<file path="config.mk">
export PLATFORM = sky130hd
export DESIGN_NAME = reg_rx_fifo_flat
export DESIGN_NICKNAME = d
export VERILOG_FILES = /design/src/rtl/reg_rx_fifo_if.sv /design/src/rtl/reg_rx_fifo.sv /design/src/flat_wrapper.sv
export SDC_FILE = /design/constraint.sdc
export NUM_CORES = 1
export LEC_CHECK = 0
export CORE_MARGIN = 3
export CORE_UTILIZATION = 40
export DETAILED_ROUTE_END_ITERATION = 8
export PLACE_DENSITY_LB_ADDON = 0.3
export RECOVER_POWER = 50
export SLEW_MARGIN = 20
export SYNTH_ARGS = -nofsm -noshare
export SYNTH_HDL_FRONTEND = slang
export SYNTH_SLANG_ARGS = --single-unit
</file>
<file path="constraint.sdc">
create_clock -name clk -period 5.1 [get_ports clk]
set_input_delay 0.51 -clock clk [delete_from_list [all_inputs] [get_ports clk]]
set_output_delay 0.51 -clock clk [all_outputs]
set_load 0.03 [all_outputs]
</file>
<file path="src/rtl/reg_rx_fifo_if.sv">
// Handshake bundle between the upstream register stage, reg_rx_fifo and its consumer.
// The master side drives the incoming word and the consumer's ready; the slave is the FIFO.
interface reg_rx_fifo_if #(
    parameter int WIDTH = 32
);
    logic [WIDTH-1:0] in_data;
    logic             in_valid;
    logic [WIDTH-1:0] out_data;
    logic             out_valid;
    logic             out_ready;

    modport master (
        output in_data,
        output in_valid,
        output out_ready,
        input  out_data,
        input  out_valid
    );

    modport slave (
        input  in_data,
        input  in_valid,
        input  out_ready,
        output out_data,
        output out_valid
    );
endinterface

</file>
<file path="src/rtl/reg_rx_fifo.sv">
// Receive FIFO for a no-backpressure valid-qualified word stream; overflowing words are dropped.
// Define REG_RX_STATS_EN to add saturating accepted/dropped word counters.
module reg_rx_fifo #(
    parameter int WIDTH = 32,
    parameter int DEPTH = 4
) (
    input  logic                     clk,
    input  logic                     rst,
    reg_rx_fifo_if.slave             bus,
    input  logic                     clr_ovf_i,
    output logic [$clog2(DEPTH):0]   count_o,
    output logic                     full_o,
    output logic                     overflow_o
`ifdef REG_RX_STATS_EN
    ,
    output logic [15:0]              acc_cnt_o,
    output logic [15:0]              drop_cnt_o
`endif
);

    localparam int PTR_W = $clog2(DEPTH);
    localparam int CNT_W = PTR_W + 1;

    logic [WIDTH-1:0] mem_q [DEPTH];
    logic [PTR_W-1:0] wrPtr_q, wrPtr_d;
    logic [PTR_W-1:0] rdPtr_q, rdPtr_d;
    logic [CNT_W-1:0] count_q, count_d;
    logic             overflow_q, overflow_d;
    logic             notEmpty, isFull, push, pop, drop;

    // Handshake decode: a pop in the same cycle frees the slot a full FIFO needs.
    always_comb begin
        notEmpty = (count_q != '0);
        isFull   = (count_q == CNT_W'(DEPTH));
        pop      = notEmpty & bus.out_ready;
        push     = bus.in_valid & (~isFull | pop);
        drop     = bus.in_valid & isFull & ~pop;
    end

    always_comb begin
        wrPtr_d    = wrPtr_q;
        rdPtr_d    = rdPtr_q;
        count_d    = count_q;
        overflow_d = overflow_q;
        if (push) wrPtr_d = wrPtr_q + PTR_W'(1);
        if (pop)  rdPtr_d = rdPtr_q + PTR_W'(1);
        if (push && !pop)      count_d = count_q + CNT_W'(1);
        else if (pop && !push) count_d = count_q - CNT_W'(1);
        if (clr_ovf_i) overflow_d = 1'b0;
        if (drop)      overflow_d = 1'b1;
    end

    always_ff @(posedge clk or negedge rst) begin
        if (!rst) begin
            wrPtr_q    <= '0;
            rdPtr_q    <= '0;
            count_q    <= '0;
            overflow_q <= 1'b0;
        end else begin
            wrPtr_q    <= wrPtr_d;
            rdPtr_q    <= rdPtr_d;
            count_q    <= count_d;
            overflow_q <= overflow_d;
        end
    end

    // Storage is deliberately unreset; out_data is masked whenever the FIFO is empty.
    always_ff @(posedge clk) begin
        if (push) mem_q[wrPtr_q] <= bus.in_data;
    end

    assign bus.out_valid = notEmpty;
    assign bus.out_data  = notEmpty ? mem_q[rdPtr_q] : '0;
    assign count_o       = count_q;
    assign full_o        = isFull;
    assign overflow_o    = overflow_q;

`ifdef REG_RX_STATS_EN
    logic [15:0] accCnt_q, accCnt_d;
    logic [15:0] dropCnt_q, dropCnt_d;

    // A drop coinciding with a clear is still counted, matching the sticky flag's set-wins rule.
    always_comb begin
        accCnt_d  = accCnt_q;
        dropCnt_d = dropCnt_q;
        if (push && accCnt_q != 16'hFFFF) accCnt_d = accCnt_q + 16'd1;
        if (clr_ovf_i)                         dropCnt_d = drop ? 16'd1 : 16'd0;
        else if (drop && dropCnt_q != 16'hFFFF) dropCnt_d = dropCnt_q + 16'd1;
    end

    always_ff @(posedge clk or negedge rst) begin
        if (!rst) begin
            accCnt_q  <= '0;
            dropCnt_q <= '0;
        end else begin
            accCnt_q  <= accCnt_d;
            dropCnt_q <= dropCnt_d;
        end
    end

    assign acc_cnt_o  = accCnt_q;
    assign drop_cnt_o = dropCnt_q;
`endif

endmodule

</file>
<file path="src/flat_wrapper.sv">
// flat-port wrapper written by rule: the top's interface ports become plain ports
module reg_rx_fifo_flat 
#(
    parameter int WIDTH = 32,
    parameter int DEPTH = 4
)
  (clk, rst, clr_ovf_i, count_o, full_o, overflow_o, bus_in_data, bus_in_valid, bus_out_ready, bus_out_data, bus_out_valid);
  reg_rx_fifo_if #(.WIDTH(WIDTH)) bus_i ();
  input  logic clk;
  input  logic rst;
  input  logic clr_ovf_i;
  output logic [$clog2(DEPTH):0] count_o;
  output logic full_o;
  output logic overflow_o;
  input wire logic [$bits(bus_i.in_data)-1:0] bus_in_data;
  input wire logic [$bits(bus_i.in_valid)-1:0] bus_in_valid;
  input wire logic [$bits(bus_i.out_ready)-1:0] bus_out_ready;
  output wire logic [$bits(bus_i.out_data)-1:0] bus_out_data;
  output wire logic [$bits(bus_i.out_valid)-1:0] bus_out_valid;
  assign bus_i.in_data = bus_in_data;
  assign bus_i.in_valid = bus_in_valid;
  assign bus_i.out_ready = bus_out_ready;
  assign bus_out_data = bus_i.out_data;
  assign bus_out_valid = bus_i.out_valid;
  reg_rx_fifo #(.WIDTH(WIDTH), .DEPTH(DEPTH)) u_core (.clk(clk), .rst(rst), .bus(bus_i), .clr_ovf_i(clr_ovf_i), .count_o(count_o), .full_o(full_o), .overflow_o(overflow_o));
endmodule
</file>
==> results of run 1 <==
==> registers in the layout (all words and copies together), names as in the netlist <==
signal / cells
u_core.overflow_o: 1
u_core.wrPtr_q: 2
u_core.count_o: 3
u_core.rdPtr_q: 2
u_core.mem_q: 128
==> worst register-to-register path, stage by stage (launching register included) <==
cell     delay (ns)
dfrtp_1        0.42
or3b_1         0.23
o21a_1         0.30
and2_0         1.81
==> path summary, 6_finish.rpt <==
kind                                         from             endpoint  depth (start not counted)
worst max-delay path            u_core.count_o[0]     bus_out_data[22]                          4
worst min-delay path                          rst    u_core.count_o[0]                          1
worst max register to register  u_core.count_o[2]  u_core.mem_q[2][14]                          3
worst min register to register  u_core.count_o[2]    u_core.count_o[2]                          1
max in group asynchronous                     rst    u_core.rdPtr_q[1]                          1
min in group clk                u_core.count_o[2]    u_core.count_o[2]                          1
==> cell usage after synthesis (all sizes together) (2+ instances only) <==
cell    count
edfxtp    128
buf         7
mux2        2
inv         6
clkbuf      5
and2       36
xnor2       4
dfrtp       8
xor2        2
ha          5
mux4       32
==> area by class of cell <==
| type | count | share of cell area |
|---|---|---|
| sequential | 136 | 0.5946 |
| multi-input combinational | 89 | 0.1714 |
| timing repair buffer | 76 | 0.1105 |
| clock buffer | 25 | 0.07428 |
| tap | 172 | 0.03162 |
| clock inverter | 7 | 0.01361 |
| inverter | 6 | 0.003309 |
| antenna | 2 | 0.0007354 |
==> kinds of logic after synthesis <==
| group | Yosys count | share of synthesized area |
|---|---|---|
| compound gates | 2 | 0.004465 |
| xor+xnor | 6 | 0.009871 |
| fa+ha+maj | 6 | 0.01551 |
| buf+inv | 18 | 0.01904 |
| flops | 136 | 0.7596 |
| mux | 34 | 0.1431 |
| simple gates | 41 | 0.04841 |
==> power by group through the flow <==
stage / clock network, W / logic, W / registers (W)
final: 0.00119 / 0.00165 / 0.00165
after global routing: 0.00126 / 0.00176 / 0.00169
after CTS: 0.00122 / 0.00171 / 0.00166
after detailed placement: 0 / 0.00170 / 0.00168
after global placement: 0 / 0.00170 / 0.00167
after floorplan: 0 / 0.00118 / 0.00157
==> layer usage <==
layer / GRT usage / share of wire / routed length, um
met1: 0.1715 / 0.43 / 3985
met2: 0.2142 / 0.49 / 4575
met3: 0.05315 / 0.058 / 538
met4: 0.06443 / 0.015 / 143
met5: 0 / 0.00086 / 8
==> per-stage QoR <==
step | hold WS [ns] | utilization | instance area, um^2
after floorplan | 0.2144 | - | 5324
after global placement | 0.5142 | 0.4849 | 6218
after detailed placement | 0.5111 | 0.4849 | 6218
after CTS | 0.3799 | 0.5315 | 6817
after global routing | 0.4776 | 0.5304 | 6803
final | 0.4562 | 0.5306 | 6805
==> flow_metrics.tcl, run 1 <==
set metrics [dict create \
    wire_per_inst_um 18.03 \
    syn_to_final_growth_pct 27.83 \
    drv_cap 1 \
    cts_resized 0 \
    synth_top_area_cell "edfxtp_1" \
    seq_power_share 0.367 \
    synth_ff_type "edfxtp_1" \
    port_buffers 74 \
    fillers 1028 \
    ys_warn_count 0 \
    fin_nets 369 \
    violations "max-capacitance violations, max-slew violations" \
    start_util 0.4151 \
    final_common_cell "edfxtp_1" \
    grt_overflow 0 \
    drt-vias-per-instance 4.881 \
    seqCellArea_um2 4046 \
    cellLeakagePower_nw 2.283 \
    place_worst_setup_slack_ns 1.953 \
    rsz0062_at_grt "no" \
    cts_root_buf "clkbuf_16" \
    async_reset_ff_frac 0.05882 \
    slew_headroom -0.5982 \
    crit_path_start_kind "flip-flop" \
    cts_sinks 136 \
    vdd_drop_max_v 0.0003142 \
    clock_latency_ns 0.41 \
    critPathCaptureType "primary output" \
    clock_power_share 0.266 \
    p_sw_w 0.001444 \
    final_hold_viol_count 0 \
    syn_inst 243 \
    max_freq_mhz 283.8 \
    clockBufferDepth 2 \
    path_clk_slew_ns 0.06 \
    syn_area_um2 5324 \
    io_pins 75 \
    vias 2504 \
    path_class "flip-flop to primary output" \
    drt_iter0_drc 207 \
    hold_path.class "input pin to async pin" \
    grt_pass1_vias 2733 \
    crit_fanout 35 \
    cts_setup_buffers 0 \
    gp_congestion 0.6704 \
    finalNonFillerCells 513 \
    numCtsBuffers 17 \
    path_cells "or3_1, clkbuf_1, and2_1, clkdlybuf4s50_1" \
    p_int_w 0.003052 \
    worstPathRequired_ns 4.59 \
    path_buf_inv 2 \
    hpwl_mm 5.329 \
    p_total_w 0.004497 \
    multiInputGateArea_um2 1166 \
    grt.total_usage 0.1381 \
    drt-pass1-iter-count 4 \
    arrival_ns 3.01 \
    ys_types 23 \
    drive_above_1_share 0.1888 \
    drt_wl_total_mm 9.251 \
    swShare 0.3212 \
    worst_pin_slew_ns 2.396 \
    grt_pass1_wl_mm 14.75 \
    finalSetupViolCount 0 \
    die-area_um2 14730 \
    ant_nets 0 \
    final_cell_mix "edfxtp_1, dlygate4sd3_1, clkdlybuf4s50_1" \
    ys_seq_area_frac 0.7596 \
    p_per_area_nw_per_um2 660.8 \
    drc 0 \
    synth_nets 286 \
    grt_max_degree 36 \
    cts-hold-fix-buffers 0 \
    finClkSkew_ns 0.007807 \
    r2r_setup_slack_ns 1.90 \
    rows 41 \
    cts_tree "yes" \
    path_delay_family "buffers and inverters" \
    slew_viol_final 33 \
    period_share 0.6908 \
    status "finished with violations" \
    cts_max_level 4 \
    synth_top_area_share 0.7220 \
    worst_slack_ns 1.577 \
    syn_area_per_cell_um2 21.91 \
    crit_slowest_cell "clkbuf_1" \
    dieWidth_um 121.4 \
    ys_ff_latch 136 \
    p_comb_frac 0.367 \
    finalSetupTns_ns 0 \
    max_stage_delay_ns 0.99 \
    min_period_ns 3.523 \
    place_inst 479 \
    synth_edf_count 128 \
    antenna_found_initial 2 \
    core_area_um2 12820 \
    synth.top_cells.by_area "edfxtp_1, mux4_2, and2_1, dfrtp_1, mux4_1" \
    die_h_um 121.4 \
]
(Power assumes the default switching activity.)
==> run 2: changes to the inputs <==
==> constraint.sdc (replaced) <==
create_clock -name clk -period 3.42 [get_ports clk]
set_input_delay 0.342 -clock clk [delete_from_list [all_inputs] [get_ports clk]]
set_output_delay 0.342 -clock clk [all_outputs]
set_load 0.03 [all_outputs]
==> flow_metrics.tcl, run 2 (synthesized netlist as in run 1, its figures left out) <==
set metrics [dict create \
    hold_path.class "input pin to async pin" \
    cts-hold-fix-buffers 0 \
    path_clk_slew_ns 0.06 \
    drc 0 \
    critPathCaptureType "primary output" \
    path_buf_inv 2 \
    drive_above_1_share 0.1842 \
    finalSetupViolCount 0 \
    max_freq_mhz 339.3 \
    worst_slack_ns 0.4730 \
    worst_pin_slew_ns 0.8829 \
    final_hold_viol_count 0 \
    largest_reg_flops 128 \
    hold_slack_ns 0.2732 \
    gp_congestion 0.6821 \
    start_util 0.4151 \
    finClkSkew_ns 0.006434 \
    seqCellArea_um2 4046 \
    grt_max_degree 34 \
    drt_iter0_drc 118 \
    finalSetupTns_ns 0 \
    fin_nets 373 \
    ant_nets 0 \
    min_period_ns 2.947 \
    p_sw_w 0.002165 \
    placed_area_um2 6261 \
    slew_headroom 0.4114 \
    grt_overflow 0 \
    vdd_drop_max_v 0.0004684 \
    grt.total_usage 0.1373 \
    path_delay_family "buffers and inverters" \
    period_share 0.8617 \
    slew_viol_final 0 \
    crit_path_start_kind "flip-flop" \
    rsz0062_at_grt "no" \
    p_per_area_nw_per_um2 990.6 \
    cts_root_buf "clkbuf_16" \
    antenna_found_initial 2 \
    cellLeakagePower_nw 2.305 \
    clockBufferDepth 2 \
    syn_to_final_growth_pct 28.46 \
    fillers 1037 \
    top_register "u_core.mem_q" \
    swShare 0.3196 \
    drt_wl_total_mm 9.279 \
    path_class "flip-flop to primary output" \
    clock_power_share 0.267 \
    rows 41 \
    final_cell_mix "edfxtp_1, clkdlybuf4s50_1, dlygate4sd3_1" \
    multiInputGateArea_um2 1165 \
    vias 2517 \
    dieWidth_um 121.4 \
    p_comb_frac 0.375 \
    grt_pass1_wl_mm 14.69 \
    place_worst_setup_slack_ns 0.8528 \
    cts_sinks 136 \
    port_buffers 74 \
    hpwl_mm 5.667 \
    cts_resized 0 \
    cts_setup_buffers 0 \
    path_cells "buf_12, mux4_1, and2_1, clkdlybuf4s50_1" \
    max_stage_delay_ns 0.59 \
    clock_latency_ns 0.41 \
    p_int_w 0.004610 \
    die_h_um 121.4 \
    worstPathRequired_ns 3.08 \
    die-area_um2 14730 \
    numCtsBuffers 17 \
    drv_cap 0 \
    wire_per_inst_um 18.02 \
    final_common_cell "edfxtp_1" \
    crit_fanout 24 \
    status "finished, final reports clean" \
    drt-vias-per-instance 4.887 \
    cts_max_level 4 \
    grt_pass1_vias 2705 \
    fin_area_um2 6839 \
    drt-pass1-iter-count 4 \
    core_area_um2 12820 \
    arrival_ns 2.61 \
    p_total_w 0.006775 \
    cts_tree "yes" \
    seq_power_share 0.358 \
    crit_slowest_cell "dfrtp_2" \
    io_pins 75 \
]
==> run 2: cell count changes in the layout (fill, tap and decap cells not counted), moves of 2 or more <==
cell	before	now
clkbuf_1	4	1
clkbuf_8	5	0
clkinvlp_4	3	1
buf_4	1	5
dlygate4sd3_1	37	33
clkdlybuf4s50_1	37	41
bufinv_16	2	4
clkinv_1	0	6
==> run 2: metal layers <==
metal | share of wire | routed length [um] | track usage
met4 | 0.017 | 161 | 0.05672
met3 | 0.054 | 504 | 0.04802
met1 | 0.43 | 3988 | 0.1764
met2 | 0.50 | 4610 | 0.2138
met5 | 0.0014 | 13 | 0
==> run 2: through the flow <==
step,utilization,std cells
6_report,0.5333,515
5_1_grt,0.5333,515
4_1_cts,0.5341,514
3_5_place_dp,0.4882,483
3_3_place_gp,0.4882,483
2_1_floorplan,-,243
==> run 2: worst reg2reg max path, cell delays in order (launching register included) <==
cell and delay, ns:
dfrtp_1 0.46, or3b_1 0.19, o21a_1 0.26, and2_0 0.63
buf_4 0.47
==> run 2: cell type report <==
class | count | share of cell area
inverter | 6 | 0.003293
timing repair buffer | 80 | 0.1167
clock inverter | 13 | 0.02342
antenna | 1 | 0.0003659
multi-input combinational | 89 | 0.1703
clock buffer | 18 | 0.06275
tap | 172 | 0.03147
sequential | 136 | 0.5917
==> run 2: power groups by stage <==
stage / Sequential [W] / Clock, W / Combinational, W
after CTS: 0.00243 / 0.00184 / 0.00262
final: 0.00242 / 0.00181 / 0.00254
after global routing: 0.00247 / 0.00192 / 0.00271
after global placement: 0.00244 / 0 / 0.00261
after detailed placement: 0.00246 / 0 / 0.00261
after floorplan: 0.00234 / 0 / 0.00175
==> run 2: final timing paths <==
| check | startpoint | to | slack [ns] | cells past startpoint |
|---|---|---|---|---|
| min reg2reg | u_core.count_o[2] | u_core.count_o[2] | 0.52 | 1 |
| min | rst | u_core.overflow_o | 0.27 | 1 |
| min in group clk | clr_ovf_i | u_core.overflow_o | 0.51 | 2 |
| max | u_core.rdPtr_q[0] | bus_out_data[14] | 0.47 | 4 |
| max in group asynchronous | rst | u_core.rdPtr_q[1] | 2.86 | 1 |
| max reg2reg | u_core.count_o[0] | u_core.mem_q[1][16] | 1.05 | 4 |
